--- src/rtl/csa_pkg.sv ---
// csa_pkg: shared widths, FSM state type and the 3:2 carry-save helper
package csa_pkg;
    localparam int CSA_W     = 20;
    localparam int CSA_LANES = 7;

    typedef enum logic [1:0] {IDLE, ACCUM, DONE} state_t;
    typedef logic [CSA_W-1:0] word_t;
    typedef struct packed {
        word_t s;
        word_t c;
    } csa_t;

    // One 3:2 compressor row; the carry is pre-shifted and bit 19's carry is dropped
    function automatic csa_t csa3(word_t a, word_t b, word_t d);
        csa_t r;
        r.s = a ^ b ^ d;
        r.c = ((a & b) | (a & d) | (b & d)) << 1;
        return r;
    endfunction
endpackage

--- src/rtl/csa_accum_ctrl_if.sv ---
// csa_accum_ctrl_if: input beat stream, redundant result stream and status
interface csa_accum_ctrl_if
    import csa_pkg::*;
#(
    parameter int TERM_CNT_W = 8
);
    logic                             in_valid;
    logic                             in_ready;
    logic [CSA_LANES-1:0][CSA_W-1:0]  in_data;
    logic [2:0]                       in_cnt;
    logic                             in_last;
    logic                             out_valid;
    logic                             out_ready;
    logic [CSA_W-1:0]                 out_c;
    logic [CSA_W-1:0]                 out_s;
    logic [TERM_CNT_W-1:0]            out_terms;
    logic                             busy;

    modport master (
        output in_valid, in_data, in_cnt, in_last, out_ready,
        input  in_ready, out_valid, out_c, out_s, out_terms, busy
    );
    modport slave (
        input  in_valid, in_data, in_cnt, in_last, out_ready,
        output in_ready, out_valid, out_c, out_s, out_terms, busy
    );
endinterface

--- src/rtl/csa_accum_ctrl_add_16_9.sv ---
// add_16_9: 9:2 carry-save compressor tree built from four rows of 3:2 cells
module add_16_9
    import csa_pkg::*;
(
    input  word_t [8:0] ops,
    output word_t       c,
    output word_t       s
);
    csa_t l1a, l1b, l1c, l2a, l2b, l3, l4;

    // 9 -> 6 -> 4 -> 3 -> 2 reduction
    always_comb begin
        l1a = csa3(ops[0], ops[1], ops[2]);
        l1b = csa3(ops[3], ops[4], ops[5]);
        l1c = csa3(ops[6], ops[7], ops[8]);
        l2a = csa3(l1a.s, l1a.c, l1b.s);
        l2b = csa3(l1b.c, l1c.s, l1c.c);
        l3  = csa3(l2a.s, l2a.c, l2b.s);
        l4  = csa3(l3.s, l3.c, l2b.c);
        c   = l4.c;
        s   = l4.s;
    end
endmodule

--- src/rtl/csa_accum_ctrl.sv ---
// csa_accum_ctrl: packet accumulator keeping a redundant (carry, sum) total of masked lanes
module csa_accum_ctrl
    import csa_pkg::*;
#(
    parameter int TERM_CNT_W = 8
) (
    input logic              clk,
    input logic              reset,
    csa_accum_ctrl_if.slave  bus
);
    state_t                          state;
    word_t                           acc_c, acc_s, tree_c, tree_s;
    logic [CSA_LANES-1:0][CSA_W-1:0] lanes;
    logic [TERM_CNT_W-1:0]           terms;
    logic [TERM_CNT_W:0]             terms_sum;
    logic [TERM_CNT_W-1:0]           terms_next;
    logic                            accept;

    assign accept     = bus.in_valid && bus.in_ready;
    assign terms_sum  = {1'b0, terms} + (TERM_CNT_W+1)'(bus.in_cnt);
    assign terms_next = terms_sum[TERM_CNT_W] ? '1 : terms_sum[TERM_CNT_W-1:0];

    // Zero every lane at or above in_cnt so it contributes nothing
    always_comb begin
        for (int i = 0; i < CSA_LANES; i++)
            lanes[i] = (3'(i) < bus.in_cnt) ? bus.in_data[i] : '0;
    end

    add_16_9 u_tree (
        .ops ({acc_c, acc_s, lanes}),
        .c   (tree_c),
        .s   (tree_s)
    );

    assign bus.out_c     = acc_c;
    assign bus.out_s     = acc_s;
    assign bus.out_terms = terms;

    // Packet FSM; handshake flags are registered alongside the state
    always_ff @(posedge clk or posedge reset) begin
        if (reset) begin
            state         <= IDLE;
            acc_c         <= '0;
            acc_s         <= '0;
            terms         <= '0;
            bus.out_valid <= 1'b0;
            bus.busy      <= 1'b0;
            bus.in_ready  <= 1'b1;
        end else if (state == DONE) begin
            if (bus.out_ready) begin
                state         <= IDLE;
                acc_c         <= '0;
                acc_s         <= '0;
                terms         <= '0;
                bus.out_valid <= 1'b0;
                bus.busy      <= 1'b0;
                bus.in_ready  <= 1'b1;
            end
        end else if (accept) begin
            state         <= bus.in_last ? DONE : ACCUM;
            acc_c         <= tree_c;
            acc_s         <= tree_s;
            terms         <= terms_next;
            bus.out_valid <= bus.in_last;
            bus.busy      <= 1'b1;
            bus.in_ready  <= !bus.in_last;
        end
    end
endmodule

--- src/flat_wrapper.sv ---
// flat-port wrapper written by rule: the top's interface ports become plain ports
module csa_accum_ctrl_flat import csa_pkg::*;
#(
    parameter int TERM_CNT_W = 8
)
  (clk, reset, bus_in_valid, bus_in_data, bus_in_cnt, bus_in_last, bus_out_ready, bus_in_ready, bus_out_valid, bus_out_c, bus_out_s, bus_out_terms, bus_busy);
  csa_accum_ctrl_if #(.TERM_CNT_W(TERM_CNT_W)) bus_i ();
  input logic clk;
  input logic reset;
  input wire logic [$bits(bus_i.in_valid)-1:0] bus_in_valid;
  input wire logic [$bits(bus_i.in_data)-1:0] bus_in_data;
  input wire logic [$bits(bus_i.in_cnt)-1:0] bus_in_cnt;
  input wire logic [$bits(bus_i.in_last)-1:0] bus_in_last;
  input wire logic [$bits(bus_i.out_ready)-1:0] bus_out_ready;
  output wire logic [$bits(bus_i.in_ready)-1:0] bus_in_ready;
  output wire logic [$bits(bus_i.out_valid)-1:0] bus_out_valid;
  output wire logic [$bits(bus_i.out_c)-1:0] bus_out_c;
  output wire logic [$bits(bus_i.out_s)-1:0] bus_out_s;
  output wire logic [$bits(bus_i.out_terms)-1:0] bus_out_terms;
  output wire logic [$bits(bus_i.busy)-1:0] bus_busy;
  assign bus_i.in_valid = bus_in_valid;
  assign bus_i.in_data = bus_in_data;
  assign bus_i.in_cnt = bus_in_cnt;
  assign bus_i.in_last = bus_in_last;
  assign bus_i.out_ready = bus_out_ready;
  assign bus_in_ready = bus_i.in_ready;
  assign bus_out_valid = bus_i.out_valid;
  assign bus_out_c = bus_i.out_c;
  assign bus_out_s = bus_i.out_s;
  assign bus_out_terms = bus_i.out_terms;
  assign bus_busy = bus_i.busy;
  csa_accum_ctrl #(.TERM_CNT_W(TERM_CNT_W)) u_core (.clk(clk), .reset(reset), .bus(bus_i));
endmodule
--- config.mk ---
export PLATFORM = sky130hd
export DESIGN_NAME = csa_accum_ctrl_flat
export DESIGN_NICKNAME = d
export VERILOG_FILES = /design/src/rtl/csa_pkg.sv /design/src/rtl/csa_accum_ctrl_if.sv /design/src/rtl/csa_accum_ctrl_add_16_9.sv /design/src/rtl/csa_accum_ctrl.sv /design/src/flat_wrapper.sv
export SDC_FILE = /design/constraint.sdc
export NUM_CORES = 1
export LEC_CHECK = 0
export ABC_CLOCK_PERIOD_IN_PS = 4800
export BUFFER_PORTS_ARGS = -buffer_cell sky130_fd_sc_hd__buf_2
export CORE_ASPECT_RATIO = 0.6
export CORE_UTILIZATION = 30
export CTS_CLUSTER_DIAMETER = 40
export DETAILED_ROUTE_END_ITERATION = 10
export SYNTH_ARGS = -nofsm -noshare
export SYNTH_HDL_FRONTEND = slang
export SYNTH_SLANG_ARGS = --single-unit
--- constraint.sdc ---
create_clock -name clk -period 4.8 [get_ports clk]
set_input_delay 0.24 -clock clk [delete_from_list [all_inputs] [get_ports clk]]
set_output_delay 0.24 -clock clk [all_outputs]
set_load 0.01 [all_outputs]
# [After elaboration in Yosys (flattened, before gate mapping)]
# Cells that the tools add are included.
[word_totals] register_bits=53 in_bits=148 output_inout_bits=51
[op_classes] addsub=1 magnitude_cmp=7 n_eq_ne=2 n_mux=28 bitwise_logic=49 n_reduce_logical=4
[op_table] cell="19-bit AND" n=21
[op_table] cell="20-bit XOR" n=14
[op_table] cell="19-bit bitwise OR" n=14
[op_table] cell="20-bit two-way mux" n=12
[op_table] cell="8-bit two-way mux" n=4
[op_table] cell="8-bit by 3-bit adder with 9-bit output" n=1
[op_table] cell="3-bit less-than comparator, first input constant" n=3
[op_table] cell="1-bit two-way mux" n=8
[op_table] cell="2-bit two-way mux" n=4
[op_table] cell="1-bit by 3-bit less-than comparator with 1-bit output, first input constant" n=2
[op_table] cell="2-bit by 3-bit less-than comparator with 1-bit output, first input constant" n=2
[op_table] cell="2-bit == test, second input constant" n=1
[op_table] cell="2-bit != test, second input constant" n=1
[op_table] cell="2-bit AND reduction" n=1
[op_table] cell="2-bit nonzero test" n=1
[op_table] cell="1-bit logical AND" n=1
[op_table] cell="1-bit zero test" n=1

# [Logic depth before layout (Yosys ltp)]
# Gate-level depths: netlist (run 1).
[logic_depth] depth_word=16 ltp_mapped=14 ltp_nobuf=12

# [Hierarchy]
# Synthesis (run 1) repeated with hierarchy kept, for this count alone.
[hier_totals] cells_unflattened=620 area_unflattened_um2=6493.7
[by_module_without_submodules] module="add_16_9" n_inst=1 cells_each=296 area_per_inst_um2=3323.2
[by_module_without_submodules] module="csa_accum_ctrl" n_inst=1 cells_each=324 area_per_inst_um2=3170.5

# [Worst setup path after synthesis (run 1)]
# OpenSTA, ideal clock, no wires.
[synth_path] path_kind="input -> register" start="in bus_in_cnt[2]" end="reg u_core.acc_s[19] (netlist: u_core.bus.out_s[19])" setup_ns=0.132 arrival_time_ns=3.538 slack_ns=1.130 stages=13 path_buffers=3 cell_sequence="clkbuf_1 -> o21a_1 -> clkbuf_1 -> clkbuf_1 -> nand2_1 -> fa_1 -> fa_1 -> fa_1 -> xor2_1 -> xnor2_1 -> xnor3_1 -> xnor3_1 -> o21ai_1"
[synth_between] elab_chain_cells=15
[synth_rtl] item="start, declared" line_no="flat_wrapper.sv:12" text="input wire logic [$bits(bus_i.in_cnt)-1:0] bus_in_cnt;"
[synth_rtl] item="1-bit by 3-bit less-than comparator with 1-bit output or 2-bit by 3-bit less-than comparator with 1-bit output (tied branches)" line_no="csa_accum_ctrl.sv:26" text="lanes[i] = (3'(i) < bus.in_cnt) ? bus.in_data[i] : '0;"
[synth_rtl] item="20-bit two-way mux" line_no="csa_accum_ctrl.sv:26"
[synth_rtl] item="19-bit AND" line_no="csa_pkg.sv:17" text="r.c = ((a & b) | (a & d) | (b & d)) << 1;"
[synth_rtl] item="19-bit bitwise OR (2 in series)" line_no="csa_pkg.sv:17"
[synth_rtl] item="19-bit AND" line_no="csa_pkg.sv:17"
[synth_rtl] item="19-bit bitwise OR (2 in series)" line_no="csa_pkg.sv:17"
[synth_rtl] item="19-bit AND" line_no="csa_pkg.sv:17"
[synth_rtl] item="19-bit bitwise OR (2 in series)" line_no="csa_pkg.sv:17"
[synth_rtl] item="20-bit XOR" line_no="csa_pkg.sv:16" text="r.s = a ^ b ^ d;"
[synth_rtl] item="20-bit XOR *" line_no="csa_pkg.sv:16"
[synth_rtl] item="20-bit two-way mux *" line_no="csa_accum_ctrl.sv:59" text="end else if (accept) begin"
[synth_rtl] item="20-bit two-way mux *" line_no="csa_accum_ctrl.sv:49" text="end else if (state == DONE) begin"
[synth_rtl] item="end signal, assigned" line_no="csa_accum_ctrl.sv:62" text="acc_s <= tree_s;"
[synth_rtl] item="end, declared" line_no="csa_accum_ctrl.sv:12" text="word_t acc_c, acc_s, tree_c, tree_s;"
# Mark *: on every way between the ends. The rest lies on a longest branch, timed or not. The select of a mux whose other input is x is not followed.
# A chain may end at the register's enable or synchronous reset.

# [Final worst setup path (run 1)]
# Ends and elaborated chain as after synthesis.

==> results of run 1 <==
==> final timing paths <==
kind / cells after the start / from / end
worst max-delay path: 12 / bus_in_cnt[2] / u_core.bus.out_s[19]
worst min-delay path: 2 / bus_in_last / u_core.bus.in_ready
worst max register to register: 9 / u_core.bus.out_c[17] / u_core.bus.out_s[19]
worst min register to register: 2 / u_core.bus.busy / u_core.bus.busy
max in group asynchronous: 3 / reset / u_core.bus.out_s[6]
min in group asynchronous: 3 / reset / u_core.bus.out_valid
==> where the power goes <==
part           internal, mW  switching, mW  total (mW)
logic                  1.09           1.46        2.55
registers             0.618          0.197       0.815
clock network         0.197          0.187       0.384
total                  1.91           1.84        3.74
==> layout by cell type (no fill, tap or decap), types with 5 or more instances in the layout <==
| cell type | Yosys | routed |
|---|---|---|
| a21oi_1 | 7 | 7 |
| and2_1 | 16 | 16 |
| and3_1 | 7 | 7 |
| buf_2 | 1 | 196 |
| buf_4 | 2 | 11 |
| clkbuf_16 | 0 | 5 |
| dfrtp_1 | 49 | 49 |
| fa_1 | 127 | 127 |
| ha_1 | 8 | 8 |
| inv_1 | 130 | 129 |
| nand2_1 | 155 | 155 |
| nor2_1 | 8 | 7 |
| o21ai_0 | 12 | 12 |
| o21ai_1 | 25 | 25 |
| xnor2_1 | 7 | 7 |
==> through the flow <==
| step | std cells | worst slack (ns) | power, mW | util | cell area (um^2) |
|---|---|---|---|---|---|
| finish | 1079 | 1.14 | 3.74 | 0.384 | 7320 |
| detailed placement | 1067 | 0.754 | 3.39 | 0.375 | 7160 |
| floorplan | 621 | 1.13 | 2.57 | - | 5870 |
| global route | 1075 | 0.937 | 4.27 | 0.383 | 7310 |
| global placement | 1067 | 0.747 | 3.34 | 0.375 | 7160 |
| CTS | 1075 | 1.07 | 3.82 | 0.383 | 7310 |
==> routing by layer <==
| metal | GRT usage | wire length [um] |
|---|---|---|
| met1 | 0.283 | 8870 |
| met2 | 0.268 | 7350 |
| met3 | 0.0368 | 1410 |
| met4 | 0.0348 | 168 |
| met5 | 0 | 0 |
==> cells by family (layout without fill, tap and decap cells) <==
family / count (synthesis) / in the layout / synth area share
mux: 1 / 1 / 0.00171
xor+xnor: 11 / 11 / 0.0211
flops: 50 / 50 / 0.214
compound gates: 63 / 63 / 0.0645
buf+inv: 158 / 346 / 0.103
fa+ha+maj: 135 / 135 / 0.451
other cells: 1 / 6 / 0.000640
simple gates: 201 / 201 / 0.145
==> cell type report <==
type,instances,share of cell area
Clock buffer,5,0.0171
Multi-Input combinational cell,413,0.549
Inverter,131,0.0672
Sequential cell,50,0.171
Antenna cell,4,0.00137
Tap cell,266,0.0455
Timing Repair Buffer,207,0.145
Clock inverter,3,0.00342
==> flip-flops by register name, indices dropped and copies added, names as in the netlist <==
register	count
u_core.bus.out_s	20
u_core.bus.out_c	18
u_core.bus.out_terms	8
u_core.state	1
u_core.bus.busy	1
u_core.bus.in_ready	1
u_core.bus.out_valid	1
==> out/metrics.yaml, run 1 <==
port_buffers: 196
clk_latency_ns: 0.30
root_buffer: "clkbuf_16"
synth_area_leader_cell: "fa_1"
timing.hold.ws_ns: 0.0974
wire_per_inst_um: 16.5
htree_levels: 2
synth_cells: 620
tightest_slew_ns: 1.05
rsz0062_at_grt: "false"
drt-pass1-iter-count: 4
gp_congestion: 0.863
fin_setup_tns_ns: 0
fin_crit_sh: 0.762
fmax_mhz: 274
cts_tree: "yes"
grt.overflow.total: 0
place_hpwl_um: 14700
antenna_found_initial: 2
layout-drive-gt1-share: 0.272
drt-total-wl_um: 17800
synth-seq-cells: 50
coreArea_um2: 19100
p_leak_nw: 3.63
slowest_delay_ns: 0.61
die_area_um2: 20100
cts_hold_buf: 0
die_w_um: 182
async_reset_ff_frac: 1.00
cpMostUsedCell: "fa_1"
rows: 39
cts_sinks: 50
multi_input_area_um2: 4020
worstPathRequired_ns: 4.97
crit_type: "in -> reg"
drtAntennaViolNets: 0
synth_top_flop_cell: "dfrtp_1"
grt_usage: 0.185
num_io_pins: 199
min_period_ns: 3.66
yosys_warnings: 0
cts_setup_buffers: 0
crit_buf_inv: 2
yosys.area.top_type_share: 0.434
grt_max_degree: 51
initial_utilization: 0.307
synth_area_leaders: "fa_1 (43%), dfrtp_1 (21%), nand2_1 (9.9%)"
worstPathCellList: "buf_2, or3_1, and2_1, fa_1, inv_1, fa_1, fa_1, xor2_1, xnor2_1, xnor3_1, xnor3_1, o21ai_1"
grt_pass1_vias: 4862
p_per_area_nw_per_um2: 512
synth_cell_type_count: 42
cts_max_path_buffers: 2
drc_errors: 0
vdd_drop_max_uv: 216
r2r_slack_ns: 1.65
hp-class: "in -> reg"
startpoint_type: "input pin"
critPathMaxFanout: 21
crit_path_end_kind: "flop"
syn-cell-area_um2: 5860
critPathTopFamily: "adder cells"
crit_slowest_cell: "or3_1"
yosysMostFrequentCell: "nand2_1"
slew_headroom: 0.296
finalNetCount: 1091
seq_area_frac_synth: 0.214
synth_area_per_cell_um2: 9.45
numCtsBuffers: 5
areaGrowthSynthToFinish_pct: 24.9
fillers: 1941
dieHeight_um: 110
setup_viol: 0
slew_viol_final: 0
first_iter_violations: 244
arrival_ns: 3.83
via_count: 4749
clk_pin_slew_ns: 0.08
status: "completed"
ff_latch_area_um2: 1250
finalClockSkew_ns: 0.0121
max_cap_violations: 0
synth_common_cells: "nand2_1 (155), inv_1 (130), fa_1 (127)"
synth_edf_count: 0
grt_first_pass_wirelength_um: 27500
drt-vias-per-instance: 4.40
ctsResizeCount: 0
timing_hold_violations_final: 0
Note: power is estimated with default switching activity, not from simulation.
==> run 2: changes to the inputs <==
--- a/config.mk
+++ b/config.mk
@@ -5,7 +5,7 @@
 export SDC_FILE = /design/constraint.sdc
 export NUM_CORES = 1
 export LEC_CHECK = 0
-export ABC_CLOCK_PERIOD_IN_PS = 4800
+export ABC_CLOCK_PERIOD_IN_PS = 3500
 export BUFFER_PORTS_ARGS = -buffer_cell sky130_fd_sc_hd__buf_2
 export CORE_ASPECT_RATIO = 0.6
 export CORE_UTILIZATION = 30
==> constraint.sdc (replaced) <==
create_clock -name clk -period 3.5 [get_ports clk]
set_input_delay 0.175 -clock clk [delete_from_list [all_inputs] [get_ports clk]]
set_output_delay 0.175 -clock clk [all_outputs]
set_load 0.01 [all_outputs]
==> run 2 against run 1 <==
  * The flow now finishes with violations (negative hold slack)
  * Sequential share of layout area down 0.15 points
  * First-iteration DRC count down 3.7%
  * Clock power up 54%
  * Design area up 0.89%
  * Count of clock-buffer cells in the layout unchanged
  * Sequential power up 35%
  * Cell count up 0.19%
  * Die area unchanged
  * Largest cell class unchanged
  * Largest power group unchanged
==> out/metrics.yaml, run 2 (synthesized netlist as in run 1, its figures left out) <==
cts_hold_buf: 0  # unchanged
dieHeight_um: 110  # unchanged
fin_setup_tns_ns: 0  # unchanged
die_w_um: 182  # unchanged
worstPathRequired_ns: 3.67  # -1.30 ns
min_period_ns: 3.22
fillers: 1944  # +0.15%
hp-class: "in -> async"
htree_levels: 2  # unchanged
fin_crit_sh: 0.921
path_depth: 12  # unchanged
clk_pin_slew_ns: 0.08  # about the same
worstPathCellList: "buf_2, or3_1, and2_1, fa_1, inv_1, fa_1, fa_1, xor2_1, xnor2_1, xnor3_1, xnor3_1, o21ai_1"
slew_headroom: 0.310  # +0.0131
layout-drive-gt1-share: 0.276  # +0.00447
place_hpwl_um: 14800  # +0.24%
critPathMaxFanout: 11  # -48%
max_cap_violations: 0  # unchanged
grt_pass1_vias: 4865  # +0.062%
power_frac_seq: 0.213  # -0.005
die_area_um2: 20100  # unchanged
timing_hold_violations_final: 16  # +16
tightest_slew_ns: 1.03  # -0.0197 ns
rsz0062_at_grt: "false"
fmax_mhz: 310
crit_path_end_kind: "flop"
r2r_cells: 9  # unchanged
mostFrequentLayoutCell: "buf_2"
drt-vias-per-instance: 4.33  # -1.6%
p_clk_frac: 0.114  # +0.012
swShare: 0.480  # -0.0112
grt.overflow.total: 0  # unchanged
wire_per_inst_um: 16.2  # -1.6%
status: "complete, but fails checks"
ctsResizeCount: 0  # unchanged
grt_max_degree: 41  # -20%
p_int_mw: 2.70  # +42%
cp-startpoint: "bus_in_cnt[2]"
port_buffers: 196  # unchanged
root_buffer: "clkbuf_16"
cts_tree: "yes"
vdd_drop_max_uv: 290  # +34%
initial_utilization: 0.307  # unchanged
crit_buf_inv: 2  # unchanged
slew_viol_final: 0  # unchanged
p_sw_mw: 2.49  # +36%
cpMostUsedCell: "fa_1"
coreArea_um2: 19100  # unchanged
finalNetCount: 1096  # +0.46%
timing.hold.ws_ns: -0.0181  # -0.115 ns
drt-total-wl_um: 17500  # -1.5%
setup_viol: 0  # unchanged
violations: "negative hold slack"
cts_setup_buffers: 0  # unchanged
areaGrowthSynthToFinish_pct: 26.0
startpoint_type: "input pin"
drtAntennaViolNets: 0  # unchanged
gp_congestion: 0.818  # -5.2%
rows: 39  # unchanged
rr_startpoint: "u_core.bus.out_s[18]"
cts_sinks: 50  # unchanged
critPathTopFamily: "adder cells"
p_leak_nw: 3.67  # +1.2%
arrival_ns: 3.39  # -0.44 ns
clk_latency_ns: 0.30  # about the same
numCtsBuffers: 5  # unchanged
drc_errors: 0  # unchanged
num_io_pins: 199  # unchanged
antenna_found_initial: 1  # -1
final_cell_mix: "buf_2 (196), nand2_1 (155), inv_1 (129), fa_1 (127), dfrtp_1 (49)"
cts_max_path_buffers: 2  # unchanged
largest_register_ffs: 20  # unchanged
grt_usage: 0.184  # -0.000312
crit_type: "in -> reg"
comb_power_share: 0.673  # -0.007
grt_first_pass_wirelength_um: 27300  # -0.46%
crit_slowest_cell: "fa_1"
first_iter_violations: 235  # -3.7%
drt-pass1-iter-count: 4  # unchanged
slowest_delay_ns: 0.48  # -0.13 ns
via_count: 4681  # -1.4%
p_per_area_nw_per_um2: 703  # +38%
finalClockSkew_ns: 0.0120  # -0.0000883 ns
## run 2: changes by cell type in the layout (fill, tap and decap cells not counted)
cell	delta
diode_2	-3
buf_12	+1
buf_4	+4
clkinvlp_4	-1
bufinv_16	+1
## run 2: worst paths after layout
kind	end	slack (ns)
worst min-delay path	u_core.bus.out_c[17]	-0.02
worst max register to register	u_core.bus.out_s[19]	0.44
worst max-delay path	u_core.bus.out_s[19]	0.28
max in group asynchronous	u_core.bus.out_s[5]	2.74
min in group clk	u_core.bus.in_ready	0.05
worst min register to register	u_core.bus.busy	0.51
## run 2: metal layers
layer | part of all wire | global-route usage | wire, um | vias to the layer above
met5 | 0 | 0 | 0 | -
met4 | 0.0065 | 0.0258 | 114 | 0
met3 | 0.065 | 0.0309 | 1140 | 8
met2 | 0.42 | 0.271 | 7290 | 181
met1 | 0.51 | 0.286 | 9000 | 2283
li1 | - | - | - | 2209
## run 2: per-stage QoR
stage                     utilization  power, mW  worst slack, ns  std cells  area (um^2)
after floorplan                     -       3.53           0.0188        621         5870
after global placement          0.378       4.57           0.0181       1072         7210
after detailed placement        0.378       4.69          -0.0220       1072         7210
after CTS                       0.387       5.31            0.259       1080         7380
after global routing            0.387       5.97            0.130       1080         7380
final                           0.387       5.19            0.278       1081         7380
## run 2: power by group through the flow
stage	sequential, mW	clock [mW]	combinational, mW
after floorplan	1.16	0	2.37
after global placement	1.11	0	3.46
after detailed placement	1.11	0	3.57
after CTS	1.11	0.611	3.59
after global routing	1.15	0.630	4.19
final	1.10	0.592	3.50
## run 2: cell type report
cell class | instances | area, um^2 | area share
Antenna cell | 1 | 2.50 | 0.000339
Clock inverter | 3 | 47.5 | 0.00644
Timing Repair Buffer | 212 | 1110 | 0.151
Multi-Input combinational cell | 413 | 4020 | 0.544
Clock buffer | 5 | 125 | 0.0169
Inverter | 131 | 492 | 0.0666
Tap cell | 266 | 333 | 0.0451
Sequential cell | 50 | 1250 | 0.170
## run 2: worst reg2reg max path, cell delays in order (launching register included)
cell,delay (ns)
dfrtp_1,0.42
fa_1,0.54
inv_1,0.05
fa_1,0.47
fa_1,0.44
xor2_1,0.18
xnor2_1,0.18
xnor3_1,0.24
xnor3_1,0.38
o21ai_1,0.06
